### src/rtl/pio_pkg.sv
// Shared constants for the Avalon PIO capture block: register offsets,
// bus widths and the edge-selection encoding.
package pio_pkg;

  localparam int unsigned AVS_ADDR_W = 3;
  localparam int unsigned AVS_DATA_W = 32;

  localparam logic [AVS_ADDR_W-1:0] ADDR_DATA_IN  = 3'd0;
  localparam logic [AVS_ADDR_W-1:0] ADDR_DATA_OUT = 3'd1;
  localparam logic [AVS_ADDR_W-1:0] ADDR_IRQ_MASK = 3'd2;
  localparam logic [AVS_ADDR_W-1:0] ADDR_EDGE_CAP = 3'd3;
  localparam logic [AVS_ADDR_W-1:0] ADDR_OUT_SET  = 3'd4;
  localparam logic [AVS_ADDR_W-1:0] ADDR_OUT_CLR  = 3'd5;

  localparam int unsigned EDGE_RISING  = 0;
  localparam int unsigned EDGE_FALLING = 1;
  localparam int unsigned EDGE_ANY     = 2;

endpackage

### src/rtl/pio_debounce.sv
// One PIO bit: 2-flop synchronizer followed by a stable-count debouncer.
// DEBOUNCE_CYCLES == 0 passes the synchronized value straight through.
module pio_debounce #(
  parameter int unsigned DEBOUNCE_CYCLES = 4,
  parameter logic        IN_RESET_VAL    = 1'b1
) (
  input  logic clk,
  input  logic rst_n,
  input  logic pin_i,
  output logic deb_o
);

  logic sync1_q;
  logic sync2_q;

  always_ff @(posedge clk or negedge rst_n) begin
    if (!rst_n) begin
      sync1_q <= IN_RESET_VAL;
      sync2_q <= IN_RESET_VAL;
    end else begin
      sync1_q <= pin_i;
      sync2_q <= sync1_q;
    end
  end

  if (DEBOUNCE_CYCLES == 0) begin : g_bypass
    assign deb_o = sync2_q;
  end else begin : g_count
    localparam int unsigned CNT_W = (DEBOUNCE_CYCLES > 1) ? $clog2(DEBOUNCE_CYCLES) : 1;
    localparam logic [CNT_W-1:0] CNT_LAST = CNT_W'(DEBOUNCE_CYCLES - 1);

    logic [CNT_W-1:0] cnt_q;
    logic [CNT_W-1:0] cnt_d;
    logic             deb_q;
    logic             deb_d;

    // Accept the new level on the DEBOUNCE_CYCLES-th consecutive mismatch.
    always_comb begin
      deb_d = deb_q;
      cnt_d = cnt_q;
      if (sync2_q == deb_q) begin
        cnt_d = '0;
      end else if (cnt_q == CNT_LAST) begin
        deb_d = sync2_q;
        cnt_d = '0;
      end else begin
        cnt_d = cnt_q + CNT_W'(1);
      end
    end

    always_ff @(posedge clk or negedge rst_n) begin
      if (!rst_n) begin
        cnt_q <= '0;
        deb_q <= IN_RESET_VAL;
      end else begin
        cnt_q <= cnt_d;
        deb_q <= deb_d;
      end
    end

    assign deb_o = deb_q;
  end

endmodule

### src/rtl/avalon_pio_capture.sv
// Avalon-MM PIO with debounced inputs, edge capture, set/clear outputs and
// a masked level interrupt. Reads are registered with one cycle latency.
module avalon_pio_capture
  import pio_pkg::*;
#(
  parameter int unsigned      WIDTH           = 10,
  parameter int unsigned      DEBOUNCE_CYCLES = 4,
  parameter int unsigned      EDGE_MODE       = EDGE_RISING,
  parameter logic [WIDTH-1:0] IN_RESET_VAL    = '1,
  parameter logic [WIDTH-1:0] OUT_RESET_VAL   = '0
) (
  input  logic                  clk_clk,
  input  logic                  reset_reset_n,
  input  logic [AVS_ADDR_W-1:0] avs_address,
  input  logic                  avs_read,
  input  logic                  avs_write,
  input  logic [AVS_DATA_W-1:0] avs_writedata,
  output logic [AVS_DATA_W-1:0] avs_readdata,
  input  logic [WIDTH-1:0]      pio_in,
  output logic [WIDTH-1:0]      pio_out,
  output logic                  irq
);

  logic [WIDTH-1:0]      data_in;
  logic [WIDTH-1:0]      din_prev_q;
  logic [WIDTH-1:0]      data_out_q, data_out_d;
  logic [WIDTH-1:0]      mask_q, mask_d;
  logic [WIDTH-1:0]      cap_q, cap_d;
  logic [WIDTH-1:0]      edge_hit;
  logic [WIDTH-1:0]      cap_clr;
  logic [WIDTH-1:0]      wdata;
  logic [AVS_DATA_W-1:0] rdata_q, rdata_d;
  logic                  irq_q, irq_d;
  logic                  unused_wdata;

  for (genvar i = 0; i < WIDTH; i++) begin : g_bit
    pio_debounce #(
      .DEBOUNCE_CYCLES (DEBOUNCE_CYCLES),
      .IN_RESET_VAL    (IN_RESET_VAL[i])
    ) u_debounce (
      .clk   (clk_clk),
      .rst_n (reset_reset_n),
      .pin_i (pio_in[i]),
      .deb_o (data_in[i])
    );
  end

  assign wdata        = avs_writedata[WIDTH-1:0];
  assign unused_wdata = ^avs_writedata;

  // Edge detect on the debounced value against its previous-cycle copy.
  always_comb begin
    edge_hit = '0;
    case (EDGE_MODE)
      EDGE_FALLING: edge_hit = din_prev_q & ~data_in;
      EDGE_ANY:     edge_hit = din_prev_q ^ data_in;
      default:      edge_hit = ~din_prev_q & data_in;
    endcase
  end

  // Write decode; a new edge wins over a same-cycle clear.
  always_comb begin
    data_out_d = data_out_q;
    mask_d     = mask_q;
    cap_clr    = '0;
    if (avs_write) begin
      case (avs_address)
        ADDR_DATA_OUT: data_out_d = wdata;
        ADDR_IRQ_MASK: mask_d     = wdata;
        ADDR_EDGE_CAP: cap_clr    = wdata;
        ADDR_OUT_SET:  data_out_d = data_out_q | wdata;
        ADDR_OUT_CLR:  data_out_d = data_out_q & ~wdata;
        default:       ;
      endcase
    end
    cap_d = (cap_q & ~cap_clr) | edge_hit;
    irq_d = |(cap_q & mask_q);
  end

  // Read mux samples pre-write register contents.
  always_comb begin
    rdata_d = rdata_q;
    if (avs_read) begin
      case (avs_address)
        ADDR_DATA_IN:  rdata_d = AVS_DATA_W'(data_in);
        ADDR_DATA_OUT: rdata_d = AVS_DATA_W'(data_out_q);
        ADDR_IRQ_MASK: rdata_d = AVS_DATA_W'(mask_q);
        ADDR_EDGE_CAP: rdata_d = AVS_DATA_W'(cap_q);
        default:       rdata_d = '0;
      endcase
    end
  end

  always_ff @(posedge clk_clk or negedge reset_reset_n) begin
    if (!reset_reset_n) begin
      din_prev_q <= IN_RESET_VAL;
      data_out_q <= OUT_RESET_VAL;
      mask_q     <= '0;
      cap_q      <= '0;
      rdata_q    <= '0;
      irq_q      <= 1'b0;
    end else begin
      din_prev_q <= data_in;
      data_out_q <= data_out_d;
      mask_q     <= mask_d;
      cap_q      <= cap_d;
      rdata_q    <= rdata_d;
      irq_q      <= irq_d;
    end
  end

  assign pio_out      = data_out_q;
  assign avs_readdata = rdata_q;
  assign irq          = irq_q;

endmodule

### config.mk
export PLATFORM = sky130hd
export DESIGN_NAME = avalon_pio_capture
export DESIGN_NICKNAME = d
export VERILOG_FILES = /design/src/rtl/pio_pkg.sv /design/src/rtl/pio_debounce.sv /design/src/rtl/avalon_pio_capture.sv
export SDC_FILE = /design/constraint.sdc
export NUM_CORES = 1
export LEC_CHECK = 0
export CAP_MARGIN = 20
export CORE_MARGIN = 10
export CORE_UTILIZATION = 36
export DETAILED_ROUTE_END_ITERATION = 6
export PLACE_DENSITY = 0.69
export SYNTH_ARGS = -nofsm -noshare
export SYNTH_HDL_FRONTEND = slang
export SYNTH_SLANG_ARGS = --single-unit
### constraint.sdc
create_clock -name clk_clk -period 2.93 [get_ports clk_clk]
set_input_delay 0.586 -clock clk_clk [delete_from_list [all_inputs] [get_ports clk_clk]]
set_output_delay 0.586 -clock clk_clk [all_outputs]
set_load 0.02 [all_outputs]
==> impl_metrics.yaml <==
grt:
  grt_max_degree: 54
  antenna_found_initial: 0
  grt_pass1_vias: 2526
  overflow: 0
  grtUsageTotal: 0.1058
  grt_pass1_wl_um: 13690
layout:
  fin_area_mm2: 0.005136
  drive_gt1_frac: 0.2555
  mostFrequentLayoutCell: "dfrtp_1"
  stdcell_count: 507
  diodes: 0
  seqCellArea_mm2: 0.002577
  num-nets-final: 418
  final_cell_mix: "dfrtp_1, clkdlybuf4s50_1, dfstp_2"
  multiInputGateArea_mm2: 0.001453
  synthToLayoutAreaGrowth_pct: 19.68
  fillers: 1025
clock_network:
  clock_sinks: 101
  insertion_delay_ns: 0.35
  cts_buffer_depth: 2
  ctsHoldBuffers: 0
  post_cts_buffers: 0
  cts_buffers: 9
  cts-htree-levels: 3
  cts_tree: "built"
  clock-root-buffer: "clkbuf_16"
  path_clk_slew_ns: 0.07
  cts_resized: 0
timing:
  tightest_slew_ns: 0.6259
  max_freq_mhz: 467.7
  setup_viol: 0
  hold_viol: 0
  fin_ws_ns: 0.7919
  fin_skew_ns: 0.005706
  rsz0062_at_grt: "no"
  whs_ns: 0.2608
  drv_slew: 0
  post-route-period-util: 0.7297
  fin_crit_ns: 2.138
  relSlewSlack: 0.5827
  setup_tns_ns: 0
critical_path:
  critPathCaptureType: "register"
  crit_required_ns: 3.16
  crit_type: "in -> reg"
  worstSetupStartpointType: "input pin"
  crit_arrival_ns: 2.37
  r2r_slack_ns: 1.71
  crit_fanout: 11
  worst-r2r-cell-count: 3
yosys:
  syn_avg_cell_area_um2: 13.93
  syn_area_mm2: 0.004292
  ys_seq_area_frac: 0.6006
  syn_inst: 308
  synthTopCellsByArea: "dfrtp_1, dfstp_2, mux4_2"
  ys_seq_elements: 101
  synth_top_area_frac: 0.3557
  synth_cell_types: 38
  yosys_warnings: 0
  synth_area_leader_cell: "dfrtp_1"
detailed_routing:
  drc: 0
  vias: 2462
  routedWlPerCell_um: 16.60
  drt_iter0_drc: 171
  vias_per_cell: 4.856
  dr.pass1.iters: 4
  ant_nets: 0
  drt_wl_total_um: 8418
pwr:
  p_leak_nw: 2.238
  vdd_ir_drop_max_uv: 338.8
  power.density_mw_per_mm2: 836.9
place:
  globalplace.congestion: 0.7468
  dp_cells: 491
  place_ws_ns: 0.4192
  dp_hpwl_um: 6085
  port_buffers: 47
  place_area_mm2: 0.004832
floorplanning:
  die_h_um: 129.2
  dieArea_mm2: 0.01669
  boundaryPins: 92
  start_util: 0.3711
  placementRows: 39
  core_mm2: 0.01156
  die_w_um: 129.2
hold_path:
  hp-class: "in -> async"
run:
  cap_violations: 0
run_status:
  status: "completed"
-- cell families (layout without fill, tap and decap cells) --
| kind of cell | after synthesis | after routing | synth area share |
|---|---|---|---|
| AOI/OAI and AO/OA | 53 | 53 | 0.09213 |
| xor gates and xnor gates | 12 | 12 | 0.02449 |
| adders and majority gates | 10 | 10 | 0.02915 |
| buffers and inverters | 62 | 97 | 0.07930 |
| DFF | 101 | 101 | 0.6006 |
| muxes | 30 | 30 | 0.1146 |
| other | 1 | 22 | 0.0008738 |
| and+or+nand+nor | 39 | 39 | 0.05889 |
-- worst max-delay path: stages --
cell and delay [ns]:
clkdlybuf4s50_1 0.86, and4b_1 0.61, nand2_1 0.12, a22o_1 0.20
-- sequential cells by signal, indices dropped and copies added (netlist names) --
| name | count |
|---|---|
| g_bit.u_debounce.g_count.cnt_q | 20 |
| avs_readdata | 10 |
| cap_q | 10 |
| din_prev_q | 10 |
| g_bit.u_debounce.deb_o | 10 |
| g_bit.u_debounce.sync1_q | 10 |
| g_bit.u_debounce.sync2_q | 10 |
| mask_q | 10 |
| pio_out | 10 |
| irq | 1 |
-- stage by stage --
step | total power, W | util
6_report | 0.004299 | 0.4441
5_1_grt | 0.004565 | 0.4441
4_1_cts | 0.004356 | 0.4441
3_5_place_dp | 0.003130 | 0.4178
3_3_place_gp | 0.003045 | 0.4178
2_1_floorplan | 0.002773 | -
-- synthesized netlist by cell type --
cell type / instances
mux2_4: 10
nand2_4: 1
a22o_1: 11
a211oi_2: 8
clkbuf_1: 1
xor2_1: 3
and2b_4: 1
nor2_8: 1
buf_2: 4
nand4_1: 1
mux2_1: 10
buf_1: 1
mux4_1: 1
buf_4: 23
and2_1: 3
a31oi_1: 4
a221oi_1: 1
and3_4: 1
mux4_2: 9
nor3b_1: 3
dfstp_2: 40
nand4bb_1: 1
inv_1: 30
dfrtp_1: 61
or2_4: 1
ha_1: 10
nand2_1: 10
o22ai_1: 10
and4b_1: 1
xnor2_1: 9
nor2b_1: 7
a21oi_1: 16
buf_6: 2
nor3_1: 7
clkbuf_2: 1
nand2b_1: 1
conb_1: 1
a22oi_1: 3
-- where the power goes --
part | switching [W] | internal, W
combinational | 0.000418 | 0.000509
clock | 0.000537 | 0.000674
sequential | 0.000277 | 0.00188
total | 0.00123 | 0.00307
-- final timing paths --
path,startpoint,to
worst min register to register,g_bit[3].u_debounce.sync1_q$_DFF_PN1_,g_bit[3].u_debounce.sync2_q$_DFF_PN1_
worst max register to register,pio_out[8]$_DFFE_PN0P_,avs_readdata[8]$_DFFE_PN0P_
max in group asynchronous,reset_reset_n,din_prev_q[7]$_DFF_PN1_
worst max-delay path,avs_address[1],cap_q[3]$_DFF_PN0_
worst min-delay path,reset_reset_n,g_bit[9].u_debounce.g_count.cnt_q[1]$_DFF_PN0_
min in group clk_clk,g_bit[3].u_debounce.sync1_q$_DFF_PN1_,g_bit[3].u_debounce.sync2_q$_DFF_PN1_
-- area by class of cell --
class                      instances  share of cell area
sequential                       101              0.5018
multi-input combinational        166              0.2828
timing repair buffer              51             0.09939
clock buffer                       9             0.04385
tap                              143             0.03484
inverter                          30             0.02192
clock inverter                     7             0.01535
-- per-layer routing --
layer | GRT usage | vias to the layer above | share of wire
met1 | 0.1257 | 1242 | 0.43
li1 | - | 1135 | -
met5 | 0 | - | 0
met3 | 0.05383 | 12 | 0.10
met4 | 0.03077 | 0 | 0.010
met2 | 0.1652 | 73 | 0.46
No activity file was read; power rests on OpenSTA's default activity.
